`src/rtl/ps2_host_tx_if.sv`:
```
// ps2_host_tx_if: command handshake and raw PS/2 line signals for the host transmitter
interface ps2_host_tx_if;
  logic [7:0] tx_data;
  logic       tx_valid;
  logic       tx_ready;
  logic       tx_busy;
  logic       tx_done;
  logic       tx_error;
  logic       ps2_clk_in;
  logic       ps2_dat_in;
  logic       ps2_clk_oe;
  logic       ps2_dat_oe;
  modport master (
    output tx_data, tx_valid, ps2_clk_in, ps2_dat_in,
    input  tx_ready, tx_busy, tx_done, tx_error, ps2_clk_oe, ps2_dat_oe
  );
  modport slave (
    input  tx_data, tx_valid, ps2_clk_in, ps2_dat_in,
    output tx_ready, tx_busy, tx_done, tx_error, ps2_clk_oe, ps2_dat_oe
  );
endinterface

```
`src/rtl/ps2_host_tx.sv`:
```
// ps2_host_tx: PS/2 host-to-device byte transmitter driving open-drain clock/data enables
module ps2_host_tx #(
  parameter int INHIBIT_CYCLES    = 5000,
  parameter int START_HOLD_CYCLES = 100,
  parameter int TIMEOUT_CYCLES    = 750000
) (
  input  logic         clk,
  input  logic         resetn,
  ps2_host_tx_if.slave bus
);
  localparam int MAXC = (TIMEOUT_CYCLES > INHIBIT_CYCLES) ?
    ((TIMEOUT_CYCLES > START_HOLD_CYCLES) ? TIMEOUT_CYCLES : START_HOLD_CYCLES) :
    ((INHIBIT_CYCLES > START_HOLD_CYCLES) ? INHIBIT_CYCLES : START_HOLD_CYCLES);
  localparam int CW = $clog2(MAXC + 1);
  typedef enum logic [3:0] {
    S_IDLE, S_INHIBIT, S_START, S_RELEASE, S_DATA, S_ACK, S_WAIT_IDLE, S_DONE, S_ERROR
  } state_t;
  state_t          r_state, w_next;
  logic [1:0]      r_clk_s, r_dat_s;
  logic            r_clk_d;
  logic [9:0]      r_sh;
  logic [3:0]      r_n;
  logic [CW-1:0]   r_cnt;
  logic            w_clk, w_dat, w_fall, w_to_run, w_hold, w_timeout;
  logic [3:0]      w_idx;
  assign w_clk     = r_clk_s[1];
  assign w_dat     = r_dat_s[1];
  assign w_fall    = r_clk_d & ~w_clk;
  assign w_to_run  = r_state inside {S_RELEASE, S_DATA, S_ACK, S_WAIT_IDLE};
  assign w_hold    = r_state inside {S_INHIBIT, S_START};
  assign w_timeout = w_to_run && r_cnt == CW'(TIMEOUT_CYCLES - 1);
  assign w_idx     = r_n - 4'd1;
  always_ff @(posedge clk) begin
    if (!resetn) r_state <= S_IDLE;
    else         r_state <= w_next;
  end
  // one counter times inhibit/start holds and device inactivity; any state change or device edge restarts it
  always_ff @(posedge clk) begin
    if (!resetn) begin
      r_clk_s <= 2'b11;
      r_dat_s <= 2'b11;
      r_clk_d <= 1'b1;
      r_sh    <= '0;
      r_n     <= '0;
      r_cnt   <= '0;
    end else begin
      r_clk_s <= {r_clk_s[0], bus.ps2_clk_in};
      r_dat_s <= {r_dat_s[0], bus.ps2_dat_in};
      r_clk_d <= w_clk;
      if (r_state == S_IDLE && bus.tx_valid) r_sh <= {1'b1, ~^bus.tx_data, bus.tx_data};
      r_n <= (r_state == S_IDLE) ? '0 :
             (w_fall && r_state inside {S_RELEASE, S_DATA}) ? r_n + 4'd1 : r_n;
      r_cnt <= (!(w_hold || w_to_run) || w_next != r_state || (w_fall && w_to_run)) ? '0 : r_cnt + CW'(1);
    end
  end
  always_comb begin
    w_next         = r_state;
    bus.tx_ready   = r_state == S_IDLE;
    bus.tx_busy    = r_state != S_IDLE;
    bus.tx_done    = r_state == S_DONE;
    bus.tx_error   = r_state == S_ERROR;
    bus.ps2_clk_oe = w_hold;
    bus.ps2_dat_oe = r_state inside {S_START, S_RELEASE} || (r_state == S_DATA && !r_sh[w_idx]);
    case (r_state)
      S_IDLE:      w_next = bus.tx_valid ? S_INHIBIT : S_IDLE;
      S_INHIBIT:   w_next = (r_cnt == CW'(INHIBIT_CYCLES - 1)) ? S_START : S_INHIBIT;
      S_START:     w_next = (r_cnt == CW'(START_HOLD_CYCLES - 1)) ? S_RELEASE : S_START;
      S_RELEASE:   w_next = w_fall ? S_DATA : (w_timeout ? S_ERROR : S_RELEASE);
      S_DATA:      w_next = w_fall ? ((r_n == 4'd9) ? S_ACK : S_DATA) : (w_timeout ? S_ERROR : S_DATA);
      S_ACK:       w_next = w_fall ? (w_dat ? S_ERROR : S_WAIT_IDLE) : (w_timeout ? S_ERROR : S_ACK);
      S_WAIT_IDLE: w_next = (w_clk && w_dat) ? S_DONE : (w_timeout ? S_ERROR : S_WAIT_IDLE);
      default:     w_next = S_IDLE;
    endcase
  end
endmodule

```
`src/flat_wrapper.sv`:
```
// flat-port wrapper written by rule: the top's interface ports become plain ports
module ps2_host_tx_flat 
#(
  parameter int INHIBIT_CYCLES    = 5000,
  parameter int START_HOLD_CYCLES = 100,
  parameter int TIMEOUT_CYCLES    = 750000
)
  (clk, resetn, bus_tx_data, bus_tx_valid, bus_ps2_clk_in, bus_ps2_dat_in, bus_tx_ready, bus_tx_busy, bus_tx_done, bus_tx_error, bus_ps2_clk_oe, bus_ps2_dat_oe);
  ps2_host_tx_if bus_i ();
  input  logic clk;
  input  logic resetn;
  input wire logic [$bits(bus_i.tx_data)-1:0] bus_tx_data;
  input wire logic [$bits(bus_i.tx_valid)-1:0] bus_tx_valid;
  input wire logic [$bits(bus_i.ps2_clk_in)-1:0] bus_ps2_clk_in;
  input wire logic [$bits(bus_i.ps2_dat_in)-1:0] bus_ps2_dat_in;
  output wire logic [$bits(bus_i.tx_ready)-1:0] bus_tx_ready;
  output wire logic [$bits(bus_i.tx_busy)-1:0] bus_tx_busy;
  output wire logic [$bits(bus_i.tx_done)-1:0] bus_tx_done;
  output wire logic [$bits(bus_i.tx_error)-1:0] bus_tx_error;
  output wire logic [$bits(bus_i.ps2_clk_oe)-1:0] bus_ps2_clk_oe;
  output wire logic [$bits(bus_i.ps2_dat_oe)-1:0] bus_ps2_dat_oe;
  assign bus_i.tx_data = bus_tx_data;
  assign bus_i.tx_valid = bus_tx_valid;
  assign bus_i.ps2_clk_in = bus_ps2_clk_in;
  assign bus_i.ps2_dat_in = bus_ps2_dat_in;
  assign bus_tx_ready = bus_i.tx_ready;
  assign bus_tx_busy = bus_i.tx_busy;
  assign bus_tx_done = bus_i.tx_done;
  assign bus_tx_error = bus_i.tx_error;
  assign bus_ps2_clk_oe = bus_i.ps2_clk_oe;
  assign bus_ps2_dat_oe = bus_i.ps2_dat_oe;
  ps2_host_tx #(.INHIBIT_CYCLES(INHIBIT_CYCLES), .START_HOLD_CYCLES(START_HOLD_CYCLES), .TIMEOUT_CYCLES(TIMEOUT_CYCLES)) u_core (.clk(clk), .resetn(resetn), .bus(bus_i));
endmodule
```
`config.mk`:
```
export PLATFORM = sky130hd
export DESIGN_NAME = ps2_host_tx_flat
export DESIGN_NICKNAME = d
export VERILOG_FILES = /design/src/rtl/ps2_host_tx_if.sv /design/src/rtl/ps2_host_tx.sv /design/src/flat_wrapper.sv
export SDC_FILE = /design/constraint.sdc
export NUM_CORES = 1
export LEC_CHECK = 0
export ABC_CLOCK_PERIOD_IN_PS = 5050
export BUFFER_PORTS_ARGS = -buffer_cell sky130_fd_sc_hd__clkbuf_2
export CAP_MARGIN = 30
export CORE_MARGIN = 2
export CORE_UTILIZATION = 28
export CTS_BUF_LIST = sky130_fd_sc_hd__clkbuf_4 sky130_fd_sc_hd__clkbuf_8
export DETAILED_ROUTE_END_ITERATION = 12
export GPL_TIMING_DRIVEN = 1
export HOLD_SLACK_MARGIN = 0.08
export PLACE_DENSITY = 0.45
export SLEW_MARGIN = 0
export SYNTH_ARGS = -nofsm -noshare
export SYNTH_HDL_FRONTEND = slang
export SYNTH_SLANG_ARGS = --single-unit
export TNS_END_PERCENT = 10
```
`constraint.sdc`:
```
create_clock -name clk -period 5.05 [get_ports clk]
set_input_delay 0.2525 -clock clk [delete_from_list [all_inputs] [get_ports clk]]
set_output_delay 0.2525 -clock clk [all_outputs]
set_load 0.01 [all_outputs]
```
==> results by group, run 1 <==
Yosys
  – Post-synth EDFFs: 0
  – Post-Syn Area: 2376 µm²
  – Ranking of synthesized cells by area: dfxtp_1 36%, nor3_2 8.0%, xnor2_1 7.0%
  – Syn Inst Count: 268
  – Warnings from Yosys: 0
  – Async set-reset flop share out of synthesis: 0
  – Unique cell type count in the Yosys netlist: 48
  – Flops & latches, synth: 43
  – Sequential share of the synthesized area: 0.3623
  – Post-synth top area cell: dfxtp_1
  – Dominant synthesized flop cell: dfxtp_1
  – Post-synth top area share: 0.3623
  – Synth Area per Inst: 8.866 µm²
  – Syn nets: 285

Critical path
  – Worst R2R End: u_core.r_cnt[1]$_SDFF_PP0_
  – R2r setup slk: 2.36 ns
  – Crit path to: bus_ps2_dat_oe
  – Kind of critical path: register to output port
  – Critical Path AT: 2.47 ns
  – CP Max Fanout: 9
  – Crit. Startpoint: u_core.r_n[0]$_SDFFE_PP0P_
  – Setup crit end kind: output port
  – Reg2Reg Launch Point: u_core.r_state[2]$_SDFF_PN0_
  – Startpoint class of the critical path: register
  – Worst EP required: roughly 4.8 ns
  – Worst r2r path cells: 7

Detailed routing
  – Drt total wl: 5.212 mm
  – WL/cell: ~13 µm
  – Vias: 1894
  – DR vias/cell: 4.894
  – DRT iter0 DRCs: 81
  – Residual DRC count: 0
  – TritonRoute pass-1 iters: 4
  – Detail Route Antenna Nets: 0

Global routing
  – Global-route wire length before repair: between 9 and 10 mm
  – Vias in the first global route: around 1800
  – Antenna violations before repair: 0
  – Total global-route track usage: 0.1258
  – Grt total ovfl: 0
  – Largest net degree at the start of global routing: 21

Clock network
  – Hold buffers post-CTS: 0
  – Setup Fix Bufs, Post-CTS: 0
  – Clock slew at reported path FFs: 0.09 ns
  – CTS tree: yes
  – H-tree lvl count: 2
  – CTS sink cnt: 43
  – Post_cts resized: 0
  – Clock Latency Late Sink: 0.30 ns
  – Worst-case clock buffer depth: 2
  – TritonCTS buffer count: 5
  – CTS root buf: clkbuf_8

Cells and area
  – Final Cell Area: 2653 µm²
  – P&R area growth vs syn: 11.64%
  – Nets: roughly 300
  – Multi-input combinational cell area: 1430 µm²
  – Register area: 860.8 µm²
  – Fill cell count: 890
  – Ant diodes: 0
  – Ratio of cells with drive above 1 in the final layout: 0.2057

Timing
  – Final period util: 0.5383
  – Unrepaired setup endpoints after global routing: false
  – Hold Vio Cnt, Final: 0
  – Max-slew violation count: 0
  – Worst-Margin Slew: 0.5475 ns
  – Achievable frequency: 367.8 MHz
  – Final Setup Violations: 0
  – Max-slew headroom: 0.6316
  – Final clock skew: 0.01576 ns
  – Final setup TNS: 0 ns
  – Final min period: about 2.7 ns

Placement
  – Placer Congestion: 0.8059
  – Placed Area: 2554 µm²
  – Port Buf Inserts: 18
  – Dpl hpwl: 3.702 mm

Run
  – Max cap viols: 0

Die
  – Die height: 96.12 µm
  – Initial core utilization: 0.2892
  – Chip width: 96.12 µm
  – CORE AREA: a little over 8000 µm²
  – Die Area: 9239 µm²
  – # rows: 33
  – IO Count: 19

Pwr
  – VDD IR max: a little under 100 µV
  – PD cells: 254.0 nW/µm²
  – P_leak: 0.8387 nW

Status
  – Outcome: finished clean

Hold path
  – Worst hold path type: input pin to register
  – HP Start: bus_ps2_clk_in
cells by family after synthesis:
| family | Yosys count | share of synthesized area |
|---|---|---|
| AO/OA/AOI/OAI | 33 | 0.09268 |
| XOR/XNOR | 33 | 0.1216 |
| adder cells (fa/ha/maj) | 4 | 0.02106 |
| buffers and inverters | 21 | 0.04160 |
| flip-flops | 43 | 0.3623 |
| multiplexers | 4 | 0.02738 |
| AND/OR/NAND/NOR | 130 | 0.3333 |
registers in the layout, summed over array words and instances, names as in the netlist:
name and count:
u_core.r_sh 10, u_core.r_state 4, u_core.r_clk_s 2, u_core.r_clk_d 1
u_core.r_n 4, u_core.r_cnt 20, u_core.r_dat_s 2
critical path, cell delays in order, from the launching register on:
cell      delay [ns]
dfxtp_1         0.58
inv_1           0.09
ha_1            0.39
mux4_2          0.54
a31oi_1         0.16
o21ai_0         0.10
a21oi_1         0.15
clkbuf_2        0.16
worst min-delay path by stage:
stage               slack, ns                            to  cells past startpoint
floorplan                0.33  u_core.r_clk_s[0]$_SDFF_PN1_                      1
global placement         0.40  u_core.r_clk_s[1]$_SDFF_PN1_                      1
detailed placement       0.40  u_core.r_clk_s[1]$_SDFF_PN1_                      1
CTS                      0.12  u_core.r_clk_s[0]$_SDFF_PN1_                      2
global route             0.12  u_core.r_clk_s[0]$_SDFF_PN1_                      2
finish                   0.13  u_core.r_clk_s[0]$_SDFF_PN1_                      2
layout make-up:
class | count | share of cell area
clock inverter | 2 | 0.006132
multi-input combinational | 204 | 0.5392
timing repair buffer | 20 | 0.03962
inverter | 7 | 0.009906
tap | 105 | 0.04953
clock buffer | 6 | 0.03113
sequential | 43 | 0.3245
where the power goes:
group | switching (mW) | internal [mW]
registers | 0.00724 | 0.348
clock network | 0.131 | 0.112
logic | 0.0490 | 0.0273
placed cells by master (no fill, tap or decap), types with 4 or more instances in the layout:
cell and instances:
a21oi_1 18, and3_1 4, nand4_1 9, dfxtp_1 43
xor2_1 14, nor3_1 10, inv_1 7, nor2_1 18
ha_1 4, nand3_1 18, nor3_2 19, nand2b_1 6
nand2_1 23, clkbuf_2 18, clkbuf_8 6, nor4_1 4
xnor2_1 18
metal layers:
metal	global-route usage	part of all wire	routed length (µm)
met4	0.03929	0.011	58
met2	0.1944	0.44	2300
met1	0.1752	0.51	2659
met5	0	0	0
met3	0.02506	0.037	194
cell usage after synthesis (all sizes together), types with 5 or more instances:
| cell | instances |
|---|---|
| nor2 | 18 |
| inv | 7 |
| nand2b | 6 |
| buf | 5 |
| xnor2 | 19 |
| nor3 | 29 |
| nand3 | 18 |
| nand4 | 9 |
| nand2 | 23 |
| a21oi | 18 |
| clkbuf | 9 |
| dfxtp | 43 |
| xor2 | 14 |
stage by stage:
stage                       util  hold WS, ns  cells  setup WS, ns  power [mW]
after floorplan                -       0.3255    268         2.830      0.4209
after global placement    0.3108       0.3981    379         2.353      0.4400
after detailed placement  0.3108       0.4034    379         2.367      0.4404
after CTS                 0.3228       0.1189    387         2.297      0.6877
after global routing      0.3228       0.1185    387         2.132      0.7077
final                     0.3228       0.1293    387         2.331      0.6737
Note: power is estimated with default switching activity, not from simulation.
==> run 2: changes to the inputs <==
Settings changed: ABC_AREA from default to 1, ABC_CLOCK_PERIOD_IN_PS 5050 to 2520.
Clock period 5.05 ns to 2.52 ns, I/O delays scaled along.
==> results by group, run 2 <==
Clock network
  – CTS root buf: clkbuf_8 (unchanged)
  – Setup Fix Bufs, Post-CTS: 0 (unchanged)
  – H-tree lvl count: 2 (unchanged)
  – CTS tree: yes (unchanged)
  – Clock slew at reported path FFs: 0.09 ns (about the same)
  – CTS sink cnt: 43 (unchanged)
  – Clock Latency Late Sink: 0.30 ns (about the same)
  – TritonCTS buffer count: 5 (unchanged)
  – Worst-case clock buffer depth: 2 (unchanged)

Pwr
  – Total Power: 1.393 mW (was 0.6737 mW)
  – PD cells: 491.9 nW/µm² (was 254.0 nW/µm²)
  – VDD IR max: 213.4 µV (was 97.31 µV)
  – P_leak: 1.136 nW (was 0.8387 nW)

Cells and area
  – Final Cell Area: 2831 µm² (was 2653 µm²)
  – Fill cell count: 978 (was 890)
  – Regs by FF count: u_core.r_cnt x20, u_core.r_sh x10 (unchanged)
  – Commonest cells after routing, fill and taps aside: 52 x nand2_1, 49 x inv_1, 43 x nor2_1, 43 x dfxtp_1, 28 x nand3_1 (was 43 x dfxtp_1, 23 x nand2_1, 19 x nor3_2)
  – Finished Core Util: 0.3263 (was 0.3228)
  – Ant diodes: 0 (unchanged)
  – Most common cell after layout, fill and taps aside: nand2_1 (was dfxtp_1)
  – Register area: 860.8 µm² (unchanged)
  – Ratio of cells with drive above 1 in the final layout: 0.2011 (was 0.2057)
  – P&R area growth vs syn: 13.78% (was 11.64%)
  – Max reg flops: 20 (unchanged)
  – Final cell count without fillers: 486 (was 387)
  – Nets: 394 (was 298)
  – Multi-input combinational cell area: 1378 µm² (was 1430 µm²)
  – Reg with most FFs: u_core.r_cnt (unchanged)

Global routing
  – GRT busiest layer: met2 (unchanged)
  – Largest net degree at the start of global routing: 17 (was 21)
  – Antenna violations before repair: 0 (unchanged)
  – Met2 Use GR: 0.1986 (was 0.1944)
  – Grt total ovfl: 0 (unchanged)
  – Met1 global-route usage: 0.1613 (was 0.1752)
  – Vias in the first global route: 2035 (was 1849)
  – Global-route wire length before repair: 9.625 mm (was 9.149 mm)
  – Total global-route track usage: 0.1236 (was 0.1258)
  – GR Util met3: 0.03579 (was 0.02506)

Die
  – # rows: 34 (was 33)
  – Die Area: 9658 µm² (was 9239 µm²)
  – Initial core utilization: 0.2868 (was 0.2892)
  – Chip width: 98.28 µm (was 96.12 µm)
  – Die height: 98.28 µm (was 96.12 µm)
  – CORE AREA: 8678 µm² (was 8217 µm²)
  – IO Count: 19 (unchanged)

Critical path
  – WP buf/inv: 1 (was 2)
  – Worst R2R End: u_core.r_cnt[5]$_SDFF_PP0_ (was u_core.r_cnt[1]$_SDFF_PP0_)
  – Most Frequent Cell on Critical Path: nand2_2
  – CP max-delay cell: dfxtp_1 (unchanged)
  – Reg2Reg Launch Point: u_core.r_cnt[0]$_SDFF_PP0_ (was u_core.r_state[2]$_SDFF_PN0_)
  – Largest stage delay, worst path: 0.38 ns (was 0.58 ns)
  – Startpoint class of the critical path: register (unchanged)
  – Setup crit end kind: register (was output port)
  – Delay-heaviest family, CP: simple AND/OR/NAND/NOR gates (was flip-flops)
  – Kind of critical path: register to register (was register to output port)
  – R2r setup slk: 0.44 ns (was 2.36 ns)
  – Critical Path AT: 2.28 ns (was 2.47 ns)
  – Worst r2r path cells: 13 (was 7)
  – Worst EP required: 2.72 ns (was 4.80 ns)
  – Worst path cell trace: ha_1 > nand2_2 > nor2_4 > nand2_1 > nor2_4 > nand2_2 > nand3_1 > nand4_1 > nand2_1 > nor2_1 > nand2_2 > buf_4 > nor2_2 (was inv_1 > ha_1 > mux4_2 > a31oi_1 > o21ai_0 > a21oi_1 > clkbuf_2)
  – CP Max Fanout: 10 (was 9)

Detailed routing
  – Residual DRC count: 0 (unchanged)
  – TritonRoute pass-1 iters: 4 (unchanged)
  – DR vias/cell: 4.494 (was 4.894)
  – Drt total wl: 5.589 mm (was 5.212 mm)
  – WL/cell: 11.50 µm (was 13.47 µm)
  – DRT iter0 DRCs: 84 (was 81)
  – Vias: 2184 (was 1894)
  – Detail Route Antenna Nets: 0 (unchanged)

Timing
  – Unrepaired setup endpoints after global routing: false (unchanged)
  – Achievable frequency: approximately 480 MHz
  – Final clock skew: 0.004945 ns (was 0.01576 ns)
  – Worst-Margin Slew: 0.5517 ns (was 0.5475 ns)
  – Final Setup Violations: 0 (unchanged)
  – Final period util: 0.8261
  – Worst Slack Setup Final: 0.4383 ns (was 2.331 ns)
  – Final min period: 2.082 ns
  – Min Hold Slack: 0.09688 ns (was 0.1293 ns)
  – Hold Vio Cnt, Final: 0 (unchanged)
  – Max-slew violation count: 0 (unchanged)
  – Final setup TNS: 0 ns (unchanged)
  – Max-slew headroom: 0.6309 (was 0.6316)

Placement
  – Port Buf Inserts: 18 (unchanged)
  – Dpl hpwl: 4.307 mm (was 3.702 mm)
  – Placer Congestion: 0.8151 (was 0.8059)
  – Placed Area: 2694 µm² (was 2554 µm²)
  – Placed Cells: 476 (was 379)
  – Post-placement worst setup slack: 0.4392 ns (was 2.367 ns)

Yosys
  – Flops & latches, synth: 43 (unchanged)
  – Syn nets: 371 (was 285)
  – Warnings from Yosys: 0 (unchanged)
  – Post-synth EDFFs: 0 (unchanged)
  – Sequential share of the synthesized area: 0.3459 (was 0.3623)
  – Syn Inst Count: 354 (was 268)
  – Commonest cells post-synth: 52 x nand2_1, 49 x inv_1, 43 x dfxtp_1, 43 x nor2_1, 28 x nand3_1 (was 43 x dfxtp_1, 23 x nand2_1, 19 x nor3_2, 19 x xnor2_1)
  – Count leader, synth: nand2_1 (was dfxtp_1)
  – Ranking of synthesized cells by area: dfxtp_1 35%, nand2_1 7.8%, inv_1 7.4% (was dfxtp_1 36%, nor3_2 8.0%, xnor2_1 7.0%)
  – Synth Area per Inst: 7.030 µm² (was 8.866 µm²)
  – Unique cell type count in the Yosys netlist: 30 (was 48)
  – Post-synth top area cell: dfxtp_1 (unchanged)
  – Post-Syn Area: 2489 µm² (was 2376 µm²)
  – Async set-reset flop share out of synthesis: 0 (unchanged)
  – Post-synth top area share: 0.3459 (was 0.3623)
  – Dominant synthesized flop cell: dfxtp_1 (unchanged)

Hold path
  – Worst hold path type: input pin to register (unchanged)
  – Hold Crit Depth: 3 (was 2)
  – Hold EP: u_core.r_sh[0]$_SDFFE_PN0P_ (was u_core.r_clk_s[0]$_SDFF_PN1_)
  – HP Start: bus_tx_data[0] (was bus_ps2_clk_in)

Status
  – Outcome: finished clean (unchanged)

Run
  – Max cap viols: 0 (unchanged)
-- run 2: cell types whose count changed in the layout (fill, tap and decap cells not counted), moves of 6 or more --
| cell | delta |
|---|---|
| inv_1 | +42 |
| nand2_1 | +29 |
| nand2_2 | +6 |
| nand2b_1 | -6 |
| nand3_1 | +10 |
| nor2_1 | +25 |
| nor2_2 | +21 |
| nor3_2 | -18 |
| o21ai_0 | +11 |
| or2_2 | +6 |
| xnor2_1 | -6 |
-- run 2: timing repair --
| action | 4_1_cts | 5_1_grt |
|---|---|---|
| endpoints found under the hold margin | 2 | 0 |
| gates resized for setup | 0 | 0 |
| hold buffers | 2 | 0 |
-- run 2: power breakdown --
group          total [mW]  internal (mW)  switching [mW]  leakage [nW]
combinational       0.112         0.0449          0.0676         0.725
clock               0.574          0.321           0.253        0.0612
sequential          0.706          0.697         0.00907         0.350
-- run 2: routing by layer --
metal	vias to the layer above	routed length [µm]
met5	-	0
met4	0	44
met3	2	149
met2	26	2610
met1	1004	2784
li1	1152	-
-- run 2: worst max path at each step --
stage	from	to	slack (ns)	cells after the start
6_report	u_core.r_cnt[0]$_SDFF_PP0_	u_core.r_cnt[5]$_SDFF_PP0_	0.44	13
5_1_grt	u_core.r_cnt[0]$_SDFF_PP0_	u_core.r_cnt[10]$_SDFF_PP0_	0.24	13
4_1_cts	u_core.r_cnt[0]$_SDFF_PP0_	u_core.r_cnt[6]$_SDFF_PP0_	0.42	13
3_3_place_gp	u_core.r_cnt[0]$_SDFF_PP0_	u_core.r_cnt[7]$_SDFF_PP0_	0.41	13
2_1_floorplan	u_core.r_cnt[0]$_SDFF_PP0_	u_core.r_cnt[17]$_SDFF_PP0_	0.75	13
3_5_place_dp	u_core.r_cnt[0]$_SDFF_PP0_	u_core.r_cnt[5]$_SDFF_PP0_	0.44	13
-- run 2: final cells by class --
type | instances | area share
Sequential cell | 43 | 0.3040
Inverter | 55 | 0.07335
Multi-Input combinational cell | 249 | 0.4865
Clock buffer | 6 | 0.02916
Tap cell | 108 | 0.04772
Timing Repair Buffer | 23 | 0.04684
Clock inverter | 2 | 0.01237
-- run 2: logic make-up (layout without fill, tap and decap cells) --
| logic type | after synthesis | count (layout) | share of synthesized area |
|---|---|---|---|
| and+or+nand+nor | 180 | 180 | 0.3519 |
| AOI/OAI and AO/OA | 37 | 37 | 0.08296 |
| DFF | 43 | 43 | 0.3459 |
| xor gates and xnor gates | 28 | 28 | 0.09854 |
| adders and majority gates | 4 | 4 | 0.02011 |
| buffers and inverters | 62 | 86 | 0.1005 |
-- run 2: worst min-delay path, cell delays in order --
cell and delay, ns:
clkbuf_2 0.10, nand3_1 0.07, a21oi_1 0.06
==> run 3: changes to the inputs <==
Settings changed: ABC_CLOCK_PERIOD_IN_PS 2520 to 2200.
Clock period 2.52 ns to 2.2 ns, I/O delays scaled along.
==> results by group, run 3 (synthesis gave the netlist of run 2 again) <==
Critical path
  – Worst EP required: 2.09 ns (was 2.72 ns)
  – Worst r2r path cells: 13 (unchanged)
  – Critical Path AT: 1.91 ns (was 2.28 ns)
  – CP Max Fanout: 5 (was 10)
  – Setup crit end kind: output port (was register)
  – Kind of critical path: register to output port (was register to register)
  – Startpoint class of the critical path: register (unchanged)

Die
  – Initial core utilization: 0.2868 (unchanged)
  – Die height: 98.28 µm (unchanged)
  – CORE AREA: 8678 µm² (unchanged)
  – Chip width: 98.28 µm (unchanged)
  – Die Area: 9658 µm² (unchanged)
  – IO Count: 19 (unchanged)
  – # rows: 34 (unchanged)

Timing
  – Unrepaired setup endpoints after global routing: false (unchanged)
  – Achievable frequency: 495.6 MHz
  – Max-slew violation count: 0 (unchanged)
  – Worst-Margin Slew: 0.5463 ns (was 0.5517 ns)
  – Final clock skew: 0.01108 ns (was 0.004945 ns)
  – Max-slew headroom: 0.6345 (was 0.6309)
  – Final setup TNS: 0 ns (unchanged)
  – Hold Vio Cnt, Final: 0 (unchanged)
  – Final min period: 2.018 ns
  – Final Setup Violations: 0 (unchanged)
  – Final period util: 0.9172

Clock network
  – TritonCTS buffer count: 5 (unchanged)
  – CTS sink cnt: 43 (unchanged)
  – CTS tree: yes (unchanged)
  – Clock slew at reported path FFs: 0.08 ns (was 0.09 ns)
  – H-tree lvl count: 2 (unchanged)
  – Setup Fix Bufs, Post-CTS: 0 (unchanged)
  – Clock Latency Late Sink: 0.29 ns (was 0.30 ns)
  – CTS root buf: clkbuf_8 (unchanged)
  – Worst-case clock buffer depth: 2 (unchanged)

Global routing
  – Vias in the first global route: 2112 (was 2035)
  – GR Util met3: 0.02720 (was 0.03579)
  – Met2 Use GR: 0.1976 (was 0.1986)
  – Total global-route track usage: 0.1236 (about the same)
  – Largest net degree at the start of global routing: 21 (was 17)
  – Antenna violations before repair: 0 (unchanged)
  – Grt total ovfl: 0 (unchanged)
  – Met1 global-route usage: 0.1672 (was 0.1613)
  – Global-route wire length before repair: 9.839 mm (was 9.625 mm)
  – GRT busiest layer: met2 (unchanged)

Pwr
  – Internal: 1.100 mW (was 1.063 mW)
  – Clk pwr share: 0.355 (was 0.412)
  – Sequential share of power: 0.554 (was 0.507)
  – Comb power frac: 0.091 (was 0.081)
  – P_leak: 1.130 nW (was 1.136 nW)
  – VDD IR max: 188.8 µV (was 213.4 µV)
  – PD cells: 516.7 nW/µm² (was 491.9 nW/µm²)
  – Switch share: 0.2463 (was 0.2367)
  – Total net switching power: 0.3595 mW (was 0.3296 mW)

Cells and area
  – P&R area growth vs syn: 13.47% (was 13.78%)
  – Multi-input combinational cell area: 1380 µm² (was 1378 µm²)
  – Reg with most FFs: u_core.r_cnt (unchanged)
  – Commonest cells after routing, fill and taps aside: 52 x nand2_1, 49 x inv_1, 43 x nor2_1, 43 x dfxtp_1, 28 x nand3_1 (unchanged)
  – Max reg flops: 20 (unchanged)
  – Register area: 860.8 µm² (unchanged)
  – Nets: 395 (was 394)
  – Fill cell count: 975 (was 978)
  – Most common cell after layout, fill and taps aside: nand2_1 (unchanged)
  – Ratio of cells with drive above 1 in the final layout: 0.2037 (was 0.2011)
  – Ant diodes: 0 (unchanged)
  – Regs by FF count: u_core.r_cnt x20, u_core.r_sh x10 (unchanged)
  – Finished Core Util: 0.3254 (was 0.3263)

Hold path
  – Hold Crit Depth: 3 (unchanged)
  – Worst hold path type: input pin to register (unchanged)

Detailed routing
  – Detail Route Antenna Nets: 0 (unchanged)
  – Residual DRC count: 0 (unchanged)
  – DRT iter0 DRCs: 64 (was 84)
  – WL/cell: 11.36 µm (was 11.50 µm)
  – DR vias/cell: 4.420 (was 4.494)
  – Vias: 2148 (was 2184)
  – TritonRoute pass-1 iters: 4 (unchanged)
  – Drt total wl: 5.519 mm (was 5.589 mm)

Placement
  – Port Buf Inserts: 18 (unchanged)
  – Dpl hpwl: 4.272 mm (was 4.307 mm)
  – Placer Congestion: 0.8118 (was 0.8151)

Status
  – Outcome: finished clean (unchanged)

Run
  – Max cap viols: 0 (unchanged)
==> run 3: worst max-delay path, cell delays in order, from the launching register on <==
cell	delay [ns]
dfxtp_1	0.42
inv_1	0.09
ha_1	0.33
inv_1	0.13
a21oi_1	0.05
o21ai_0	0.09
nand3_1	0.10
nand3b_1	0.10
nand3_1	0.08
o21ai_0	0.08
clkbuf_2	0.16
==> run 3: final timing paths <==
check / endpoint / slack [ns] / from
setup / recovery: bus_ps2_dat_oe / 0.18 / u_core.r_n[0]$_SDFFE_PP0P_
hold / removal: u_core.r_sh[4]$_SDFFE_PN0P_ / 0.09 / bus_tx_data[4]
setup reg to reg: u_core.r_cnt[2]$_SDFF_PP0_ / 0.20 / u_core.r_cnt[0]$_SDFF_PP0_
hold reg to reg: u_core.r_clk_s[1]$_SDFF_PN1_ / 0.42 / u_core.r_clk_s[0]$_SDFF_PN1_
==> run 3: metal layers <==
metal,wire length [µm],vias up
met1,2854,956
met3,145,7
met4,74,0
li1,-,1156
met2,2445,29
met5,0,-
==> run 3: cell type report <==
class                   instances  area share
repair buffers                 24     0.05405
well taps                     108     0.04785
flip-flops and latches         43      0.3048
inverters                      55     0.07355
clock buffers                   6     0.02924
multi-input cells             249      0.4887
clock inverters                 1    0.001772
==> run 3: stage by stage <==
stage          setup WS, ns  power [mW]  hold WS, ns  instance area [µm²]  instances
3_5_place_dp         0.1894      0.9588       0.3110                 2714        477
6_report             0.1821       1.459      0.08979                 2824        486
5_1_grt             0.01598       1.544      0.09482                 2824        486
4_1_cts              0.1380       1.493      0.08151                 2821        486
2_1_floorplan        0.4333      0.9143       0.2166                 2489        354
3_3_place_gp         0.2254      0.9593       0.3086                 2714        477
==> run 3: timing repair <==
item	in CTS	in global routing
gates resized for setup	0	1
hold endpoints to repair	2	0
hold buffers	2	0
setup endpoints to repair	0	6
==> run 3: power by group through the flow <==
| stage | Sequential (mW) | Clock, mW | Combinational, mW |
|---|---|---|---|
| 2_1_floorplan | 0.824 | 0 | 0.0899 |
| 3_3_place_gp | 0.827 | 0 | 0.132 |
| 3_5_place_dp | 0.827 | 0 | 0.132 |
| 4_1_cts | 0.809 | 0.549 | 0.135 |
| 5_1_grt | 0.811 | 0.581 | 0.151 |
| 6_report | 0.808 | 0.518 | 0.133 |
